### src/rtl/coprime_pkg.sv
// coprime_pkg -- shared types and constants for the coprime_gcd block.
//   state_t        : FSM states of the binary GCD engine (IDLE, STRIP, REDUCE)
//   DEFAULT_WIDTH  : default operand width
//   k_width(w)     : width of the common power-of-two shift counter k
package coprime_pkg;

  typedef enum logic [1:0] {
    IDLE   = 2'd0,
    STRIP  = 2'd1,
    REDUCE = 2'd2
  } state_t;

  localparam int DEFAULT_WIDTH = 8;

  // k counts shared trailing zeros; it can reach WIDTH-1, so
  // clog2(WIDTH)+1 bits always holds it.
  function automatic int k_width(input int width);
    return $clog2(width) + 1;
  endfunction

endpackage

### src/rtl/coprime_gcd_step.sv
// coprime_gcd_step -- one combinational step of the binary (Stein) GCD.
// Ports:
//   state, u, v, k                      : current engine state and registers
//   state_nxt, u_nxt, v_nxt, k_nxt      : values for the next clock
//   finish                              : result is ready this step
//   result                              : gcd value when finish=1
module coprime_gcd_step
  import coprime_pkg::*;
#(
  parameter int WIDTH = DEFAULT_WIDTH,
  parameter int KW    = k_width(WIDTH)
) (
  input  state_t           state,
  input  logic [WIDTH-1:0] u,
  input  logic [WIDTH-1:0] v,
  input  logic [KW-1:0]    k,
  output state_t           state_nxt,
  output logic [WIDTH-1:0] u_nxt,
  output logic [WIDTH-1:0] v_nxt,
  output logic [KW-1:0]    k_nxt,
  output logic             finish,
  output logic [WIDTH-1:0] result
);

  always_comb begin
    state_nxt = state;
    u_nxt     = u;
    v_nxt     = v;
    k_nxt     = k;
    finish    = 1'b0;
    result    = u << k;
    if (state != IDLE) begin
      // A zero operand only reaches here when a buffered request is
      // launched straight into STRIP; nonzero operands never become zero.
      if (u == '0 || v == '0) begin
        finish = 1'b1;
        result = (u | v) << k;
      end else if (state == STRIP) begin
        if (!u[0] && !v[0]) begin
          u_nxt = u >> 1;
          v_nxt = v >> 1;
          k_nxt = k + KW'(1);
        end else begin
          state_nxt = REDUCE;
        end
      end else begin
        if (!u[0])      u_nxt = u >> 1;
        else if (!v[0]) v_nxt = v >> 1;
        else if (u == v) finish = 1'b1;
        else if (u > v) u_nxt = (u - v) >> 1;
        else            v_nxt = (v - u) >> 1;
      end
      if (finish) state_nxt = IDLE;
    end
  end

endmodule

### src/rtl/coprime_gcd.sv
// coprime_gcd -- sequential coprimality checker (binary GCD, one step/clock).
// Ports:
//   clk, rst_n        : clock (rising edge), async active-low reset
//   start, a, b       : request strobe and operands, taken when ready=1
//   ready             : a start will be accepted
//   busy              : computation in progress
//   done              : one-cycle pulse, gcd/is_coprime valid
//   gcd, is_coprime   : registered result, held until next done
// Build option: COPRIME_REQ_BUF_EN adds a one-entry request buffer so a
// start may be queued while busy; ready then reflects buffer occupancy.
module coprime_gcd
  import coprime_pkg::*;
#(
  parameter int WIDTH = DEFAULT_WIDTH
) (
  input  logic             clk,
  input  logic             rst_n,
  input  logic             start,
  input  logic [WIDTH-1:0] a,
  input  logic [WIDTH-1:0] b,
  output logic             ready,
  output logic             busy,
  output logic             done,
  output logic [WIDTH-1:0] gcd,
  output logic             is_coprime
);

  localparam int KW = k_width(WIDTH);

  state_t           state, state_d, s_state;
  logic [WIDTH-1:0] u, v, u_d, v_d, s_u, s_v, s_result, gcd_d;
  logic [KW-1:0]    k, k_d, s_k;
  logic             busy_d, done_d, cop_d, s_finish, accept;

  coprime_gcd_step #(.WIDTH(WIDTH), .KW(KW)) u_step (
    .state     (state),
    .u         (u),
    .v         (v),
    .k         (k),
    .state_nxt (s_state),
    .u_nxt     (s_u),
    .v_nxt     (s_v),
    .k_nxt     (s_k),
    .finish    (s_finish),
    .result    (s_result)
  );

`ifdef COPRIME_REQ_BUF_EN
  logic             pend_vld, pend_vld_d;
  logic [WIDTH-1:0] pend_a, pend_b, pend_a_d, pend_b_d;
  assign ready = !pend_vld;
`else
  assign ready = !busy;
`endif

  assign accept = start && ready;

  always_comb begin
    state_d = state;
    u_d     = u;
    v_d     = v;
    k_d     = k;
    busy_d  = busy;
    done_d  = 1'b0;
    gcd_d   = gcd;
    cop_d   = is_coprime;
`ifdef COPRIME_REQ_BUF_EN
    pend_vld_d = pend_vld;
    pend_a_d   = pend_a;
    pend_b_d   = pend_b;
`endif
    case (state)
      IDLE: begin
        if (accept) begin
          u_d = a;
          v_d = b;
          k_d = '0;
          if (a == '0 || b == '0) begin
            // zero operand: finish on the accepting edge
            done_d = 1'b1;
            gcd_d  = a | b;
            cop_d  = ((a | b) == WIDTH'(1));
          end else begin
            state_d = STRIP;
            busy_d  = 1'b1;
          end
        end
      end
      default: begin
        u_d     = s_u;
        v_d     = s_v;
        k_d     = s_k;
        state_d = s_state;
        if (s_finish) begin
          done_d  = 1'b1;
          gcd_d   = s_result;
          cop_d   = (s_result == WIDTH'(1));
          state_d = IDLE;
          busy_d  = 1'b0;
`ifdef COPRIME_REQ_BUF_EN
          // chain the next request on the done edge, no idle cycle
          if (pend_vld) begin
            u_d        = pend_a;
            v_d        = pend_b;
            k_d        = '0;
            state_d    = STRIP;
            busy_d     = 1'b1;
            pend_vld_d = accept;
            pend_a_d   = a;
            pend_b_d   = b;
          end else if (accept) begin
            u_d     = a;
            v_d     = b;
            k_d     = '0;
            state_d = STRIP;
            busy_d  = 1'b1;
          end
`endif
        end
`ifdef COPRIME_REQ_BUF_EN
        else if (accept) begin
          pend_vld_d = 1'b1;
          pend_a_d   = a;
          pend_b_d   = b;
        end
`endif
      end
    endcase
  end

  always_ff @(posedge clk or negedge rst_n) begin
    if (!rst_n) begin
      state      <= IDLE;
      u          <= '0;
      v          <= '0;
      k          <= '0;
      busy       <= 1'b0;
      done       <= 1'b0;
      gcd        <= '0;
      is_coprime <= 1'b0;
`ifdef COPRIME_REQ_BUF_EN
      pend_vld   <= 1'b0;
      pend_a     <= '0;
      pend_b     <= '0;
`endif
    end else begin
      state      <= state_d;
      u          <= u_d;
      v          <= v_d;
      k          <= k_d;
      busy       <= busy_d;
      done       <= done_d;
      gcd        <= gcd_d;
      is_coprime <= cop_d;
`ifdef COPRIME_REQ_BUF_EN
      pend_vld   <= pend_vld_d;
      pend_a     <= pend_a_d;
      pend_b     <= pend_b_d;
`endif
    end
  end

endmodule

### config.mk
export PLATFORM = sky130hd
export DESIGN_NAME = coprime_gcd
export DESIGN_NICKNAME = d
export VERILOG_FILES = /design/src/rtl/coprime_pkg.sv /design/src/rtl/coprime_gcd_step.sv /design/src/rtl/coprime_gcd.sv
export SDC_FILE = /design/constraint.sdc
export NUM_CORES = 1
export LEC_CHECK = 0
export ABC_AREA = 1
export BUFFER_PORTS_ARGS = -buffer_cell sky130_fd_sc_hd__buf_4
export CORE_MARGIN = 3
export CORE_UTILIZATION = 55
export CTS_BUF_LIST = sky130_fd_sc_hd__clkbuf_4 sky130_fd_sc_hd__clkbuf_8 sky130_fd_sc_hd__clkbuf_16
export DETAILED_ROUTE_END_ITERATION = 10
export HOLD_SLACK_MARGIN = 0.12
export PLACE_DENSITY = 0.79
export SYNTH_ARGS = -nofsm -noshare
export SYNTH_HDL_FRONTEND = slang
export SYNTH_SLANG_ARGS = --single-unit
### constraint.sdc
create_clock -name clk -period 4.3 [get_ports clk]
set_input_delay 1.29 -clock clk [delete_from_list [all_inputs] [get_ports clk]]
set_output_delay 1.29 -clock clk [all_outputs]
set_load 0.1 [all_outputs]
---- Word-level counts from Yosys, hierarchy flattened ----
Cells that the tools add are included.
word-level totals
  bits in registers ....................... 33
  latch bits .............................. 0
  RAM bits ................................ 0
  ROM bits ................................ 0
  input bits .............................. 19
  logic and storage cells ................. 122
  memories kept ........................... 0
cells by class
  add/sub/neg operators ................... 3
  multiply operators ...................... 0
  div/mod/pow operators ................... 0
  magnitude comparators ................... 1
  eq/ne operators ......................... 16
  shift-type cells ........................ 2
  mux-type cells .......................... 60
  bitwise operators ....................... 2
  reductions and logical operators ........ 28
operator list
  cell                 count
  $mux 8               26
  $logic_not 8->1      4
  $mux 4               6
  $mux 1               19
  $mux 2               9
  $eq 8x1->1 const B   2
  $or 8x8->8           2
  $shl 8x4->8          2
  $sub 8x8->8          2
  $reduce_and 7->1     2
  $ne 4x3->1 const B   3
  $reduce_and 5->1     2
  $reduce_bool 2->1    5
  $eq 8x8->1           1
  $gt 8x8->1           1
  $ne 2x2->1 const B   4
  $ne 4x1->1 const B   2
  $ne 4x4->1 const B   2
  $reduce_and 3->1     2
  $reduce_and 6->1     1
  $reduce_bool 3->1    2
  $add 4x1->4 const B  1
  $reduce_and 4->1     1
  $reduce_bool 4->1    1
  6 further kinds      10

---- Longest topological paths before layout ----
  depth after elaboration ................. 11
  depth in mapped cells ................... 14
  mapped depth without buffers ............ 14

---- By module ----
A second synthesis with hierarchy kept.
unflattened totals
  cells, all modules ...................... 667
  area total of the unflattened synthesis .. 4065.1 um^2
by module, submodules not included
  module            instances  cells each  area an instance (um^2)  sequential area each (um^2)
  coprime_gcd_step  1          426         2262.2                   0.0
  coprime_gcd       1          241         1803.0                   825.8

---- Worst setup path before layout ----
OpenSTA, ideal clock, no wires.
  kind .................................... register to output
  start ................................... register busy
  end ..................................... output ready
  arrival ................................. 1.584 ns
  setup slack ............................. 1.426 ns
  cell stages (with the launch flop) ...... 2
  cell sequence ........................... dfrtp_1 -> inv_1
between the ends
  cells in the longest elaborated chain, start to end .. 1
RTL lines
  element                 RTL line            text
  start, declared         coprime_gcd.sv:22   output logic busy,
  start signal, assigned  coprime_gcd.sv:151  busy <= busy_d;
  $logic_not 1->1         coprime_gcd.sv:53   assign ready = !busy;
  end, declared           coprime_gcd.sv:21   output logic ready,
Every way passes these cells.

---- Worst setup path after layout ----
  start ................................... register u[0]
  end ..................................... register u[4]
between the ends
  cells in the longest elaborated chain, start to end .. 9
  elaborated cells between the ends (all ways) .. 21
  those cells by class .................... add/sub (1); order compare (1); eq/ne (6); mux (8); reduce/logical (5)
RTL lines
  element                 RTL line                text
  start, declared         coprime_gcd.sv:31       logic [WIDTH-1:0] u, v, u_d, v_d, s_u, s_v, s_result, gcd_d;
  start signal, assigned  coprime_gcd.sv:148      u <= u_d;
  $sub 8x8->8             coprime_gcd_step.sv:50  else if (u > v) u_nxt = (u - v) >> 1;
  $mux 8                  coprime_gcd_step.sv:50
  $mux 8                  coprime_gcd_step.sv:49  else if (u == v) finish = 1'b1;
  $mux 8                  coprime_gcd_step.sv:48  else if (!v[0]) v_nxt = v >> 1;
  $mux 8                  coprime_gcd_step.sv:47  if (!u[0]) u_nxt = u >> 1;
  $mux 8                  coprime_gcd_step.sv:38  end else if (state == STRIP) begin
  $mux 8                  coprime_gcd_step.sv:35  if (u == '0 || v == '0) begin
  $mux 8                  coprime_gcd_step.sv:32  if (state != IDLE) begin
  $mux 8                  coprime_gcd.sv:72       case (state)
Parallel ways exist; a longest one is shown, timed or not. The select of a mux whose other input is x is not followed.
A chain may end at the register's enable or synchronous reset.

==> results.json <==
{
  "status": "complete, no violations",
  "n_antenna_cell": 0,
  "cp-start-kind": "flop",
  "drc": 0,
  "start_util_pct": 58.7,
  "worst-path-buf-inv": 1,
  "io_pins": 31,
  "fp.dieArea_mm2": 0.00755,
  "syn_inst": 567,
  "synth_edf_count": 0,
  "hpwl_mm": 8.06,
  "tritoncts": "yes",
  "syn-num-nets": 613,
  "path_cells": "inv_1, ha_1, fa_1, o21ai_2, nand3_2, nand2_2, nand3_2, o21ai_1, nand2_1, a21boi_1",
  "gp_congestion": 1.00,
  "wl_mm": 10.4,
  "grt_pass1_vias": 3507,
  "maxCapViolCount": 0,
  "max_freq_mhz": 404,
  "cp_num_cells": 10,
  "post-cts-setup-buffers": 0,
  "clock_skew_ns": 0.00655,
  "crit_start": "u[0]$_DFFE_PN0P_",
  "critical-path-top-delay-family": "adder cells",
  "layout-drive-gt1-share_pct": 15.6,
  "hold_buffers": 0,
  "synth_area_mm2": 0.00360,
  "setup_viol": 0,
  "setup_tns_ns": 0,
  "worst_pin_slew_ns": 0.769,
  "synth_ff_type": "dfrtp_1",
  "path_common_cell": "nand3_2",
  "slowest_stage": "dfrtp_1",
  "reg2regPathDepth": 10,
  "synth_seq_cells": 33,
  "setup_slack_ns": 1.83,
  "mostFrequentLayoutCells": "nand2_1 (173), nor2_1 (64), inv_1 (62), nand3_1 (55), dfrtp_1 (33)",
  "vias": 3755,
  "htreeDepth": 2,
  "seq_area_frac_synth_pct": 22.9,
  "drtIter0Drc": 341,
  "timing.final.crit_share_pct": 57.5,
  "die_w_um": 86.9,
  "grt_max_degree": 34,
  "ys_async_sr_fraction_pct": 100,
  "timing.rr.end": "u[4]$_DFFE_PN0P_",
  "path_class": "reg -> reg",
  "synth_warnings": 0,
  "nFillCells": 577,
  "final_nets": 634,
  "ant_nets": 0,
  "io_buffers": 30,
  "rows": 28,
  "worstReg2RegStart": "u[0]$_DFFE_PN0P_",
  "maxSlewViolCount": 0,
  "cpPeakStageDelay_ns": 0.50,
  "clkTransAtPathRegs_ns": 0.07,
  "place_ws_ns": 1.76,
  "viasPerCell": 5.66,
  "routedWlPerCell_um": 15.6,
  "register_area_um2": 826,
  "post_synth.cell_area_avg_um2": 6.35,
  "ys_types": 45,
  "grt_setup_unrepaired": "false",
  "die_h_um": 86.9,
  "overflow": 0,
  "clkLatencyLatePin_ns": 0.29,
  "finish.utilization_pct": 64.1,
  "globalRouteTotalUtil_pct": 28.3,
  "clock_path_buffers": 2,
  "cp.required_ns": 4.51,
  "rrSetupSlack_ns": 1.83,
  "syn2layout_area_growth_pct": 9.21,
  "arrival_ns": 2.68,
  "multi_input_area_mm2": 0.00236,
  "relSlewSlack_pct": 48.8,
  "cts_sinks": 33,
  "layout_commonest_cell": "nand2_1",
  "grt_pass1_wl_mm": 16.7,
  "antenna_found_initial": 0,
  "cts_resized": 0,
  "endpoint_kind": "flop",
  "cts_buffers": 5,
  "hp-class": "reg -> reg",
  "timing.final.crit_period_ns": 2.47,
  "hold_viol_final": 0,
  "crit_path_end": "u[4]$_DFFE_PN0P_",
  "core_mm2": 0.00613,
  "clockRootBuffer": "clkbuf_8",
  "first_pass_iters": 5,
  "path_max_fanout": 8
}
[cell usage after synthesis, drive strengths merged, types with 3 or more instances]
library cell,n,share of area [%]
nand3,61,9.7
a31oi,8,1.4
dfrtp,33,23
nand2,183,20
nor3,3,0.56
inv,77,8.1
nand4,6,1.0
nor2,72,8.6
buf,15,2.9
ha,25,8.7
o211ai,5,1.0
a21oi,22,3.9
o21ai,35,5.2
[per-stage QoR]
step	cells	instance area, um2	hold WS, ns
after CTS	664	3930	0.491
after floorplan	567	3600	0.531
after global placement	656	3810	0.474
after detailed placement	656	3810	0.474
final	664	3930	0.487
after global routing	664	3930	0.517
[layout make-up]
cell class	count	area share, %
inverter	78	7.64
clock buffer	7	2.29
sequential	33	21.0
timing repair buffer	30	5.73
tap	75	2.39
clock inverter	1	0.764
multi-input combinational	440	60.2
[registers in the layout, summed over array words and instances (netlist names)]
name	cells
k	4
is_coprime	1
busy	1
state	2
gcd	8
done	1
u	8
v	8
[per-layer routing]
metal / wire length, um / track usage (%) / share of wire, % / vias up
met3: 828 / 3.22 / 8.0 / 21
met4: 258 / 8.78 / 2.5 / 0
li1: - / - / - / 1843
met2: 4890 / 45.5 / 47 / 187
met5: 0 / 0 / 0 / -
met1: 4370 / 39.7 / 42 / 1704
[cells by family after synthesis]
| logic type | count (synthesis) | share of synthesized area (%) |
|---|---|---|
| AND/OR/NAND/NOR | 331 | 41.6 |
| buffers and inverters | 94 | 11.3 |
| AO/OA/AOI/OAI | 79 | 13.6 |
| flip-flops | 33 | 22.9 |
| adder cells (fa/ha/maj) | 27 | 9.81 |
| XOR/XNOR | 3 | 0.730 |
[worst reg2reg max path, cell delays in order, from the launching register on]
cell,delay (ns)
dfrtp_1,0.50
inv_1,0.18
ha_1,0.27
fa_1,0.44
o21ai_2,0.23
nand3_2,0.13
nand2_2,0.11
nand3_2,0.13
o21ai_1,0.17
nand2_1,0.06
a21boi_1,0.17
[worst min path at each step]
stage	from	endpoint	cells after the start
4_1_cts	gcd[2]$_DFFE_PN0P_	gcd[2]$_DFFE_PN0P_	2
2_1_floorplan	v[1]$_DFFE_PN0P_	v[1]$_DFFE_PN0P_	2
6_report	gcd[2]$_DFFE_PN0P_	gcd[2]$_DFFE_PN0P_	2
5_1_grt	gcd[2]$_DFFE_PN0P_	gcd[2]$_DFFE_PN0P_	2
3_3_place_gp	gcd[1]$_DFFE_PN0P_	gcd[1]$_DFFE_PN0P_	2
3_5_place_dp	gcd[2]$_DFFE_PN0P_	gcd[2]$_DFFE_PN0P_	2
Power is not shown: default switching activity piles up to over one toggle a cycle in this logic, so the estimate is an artifact.
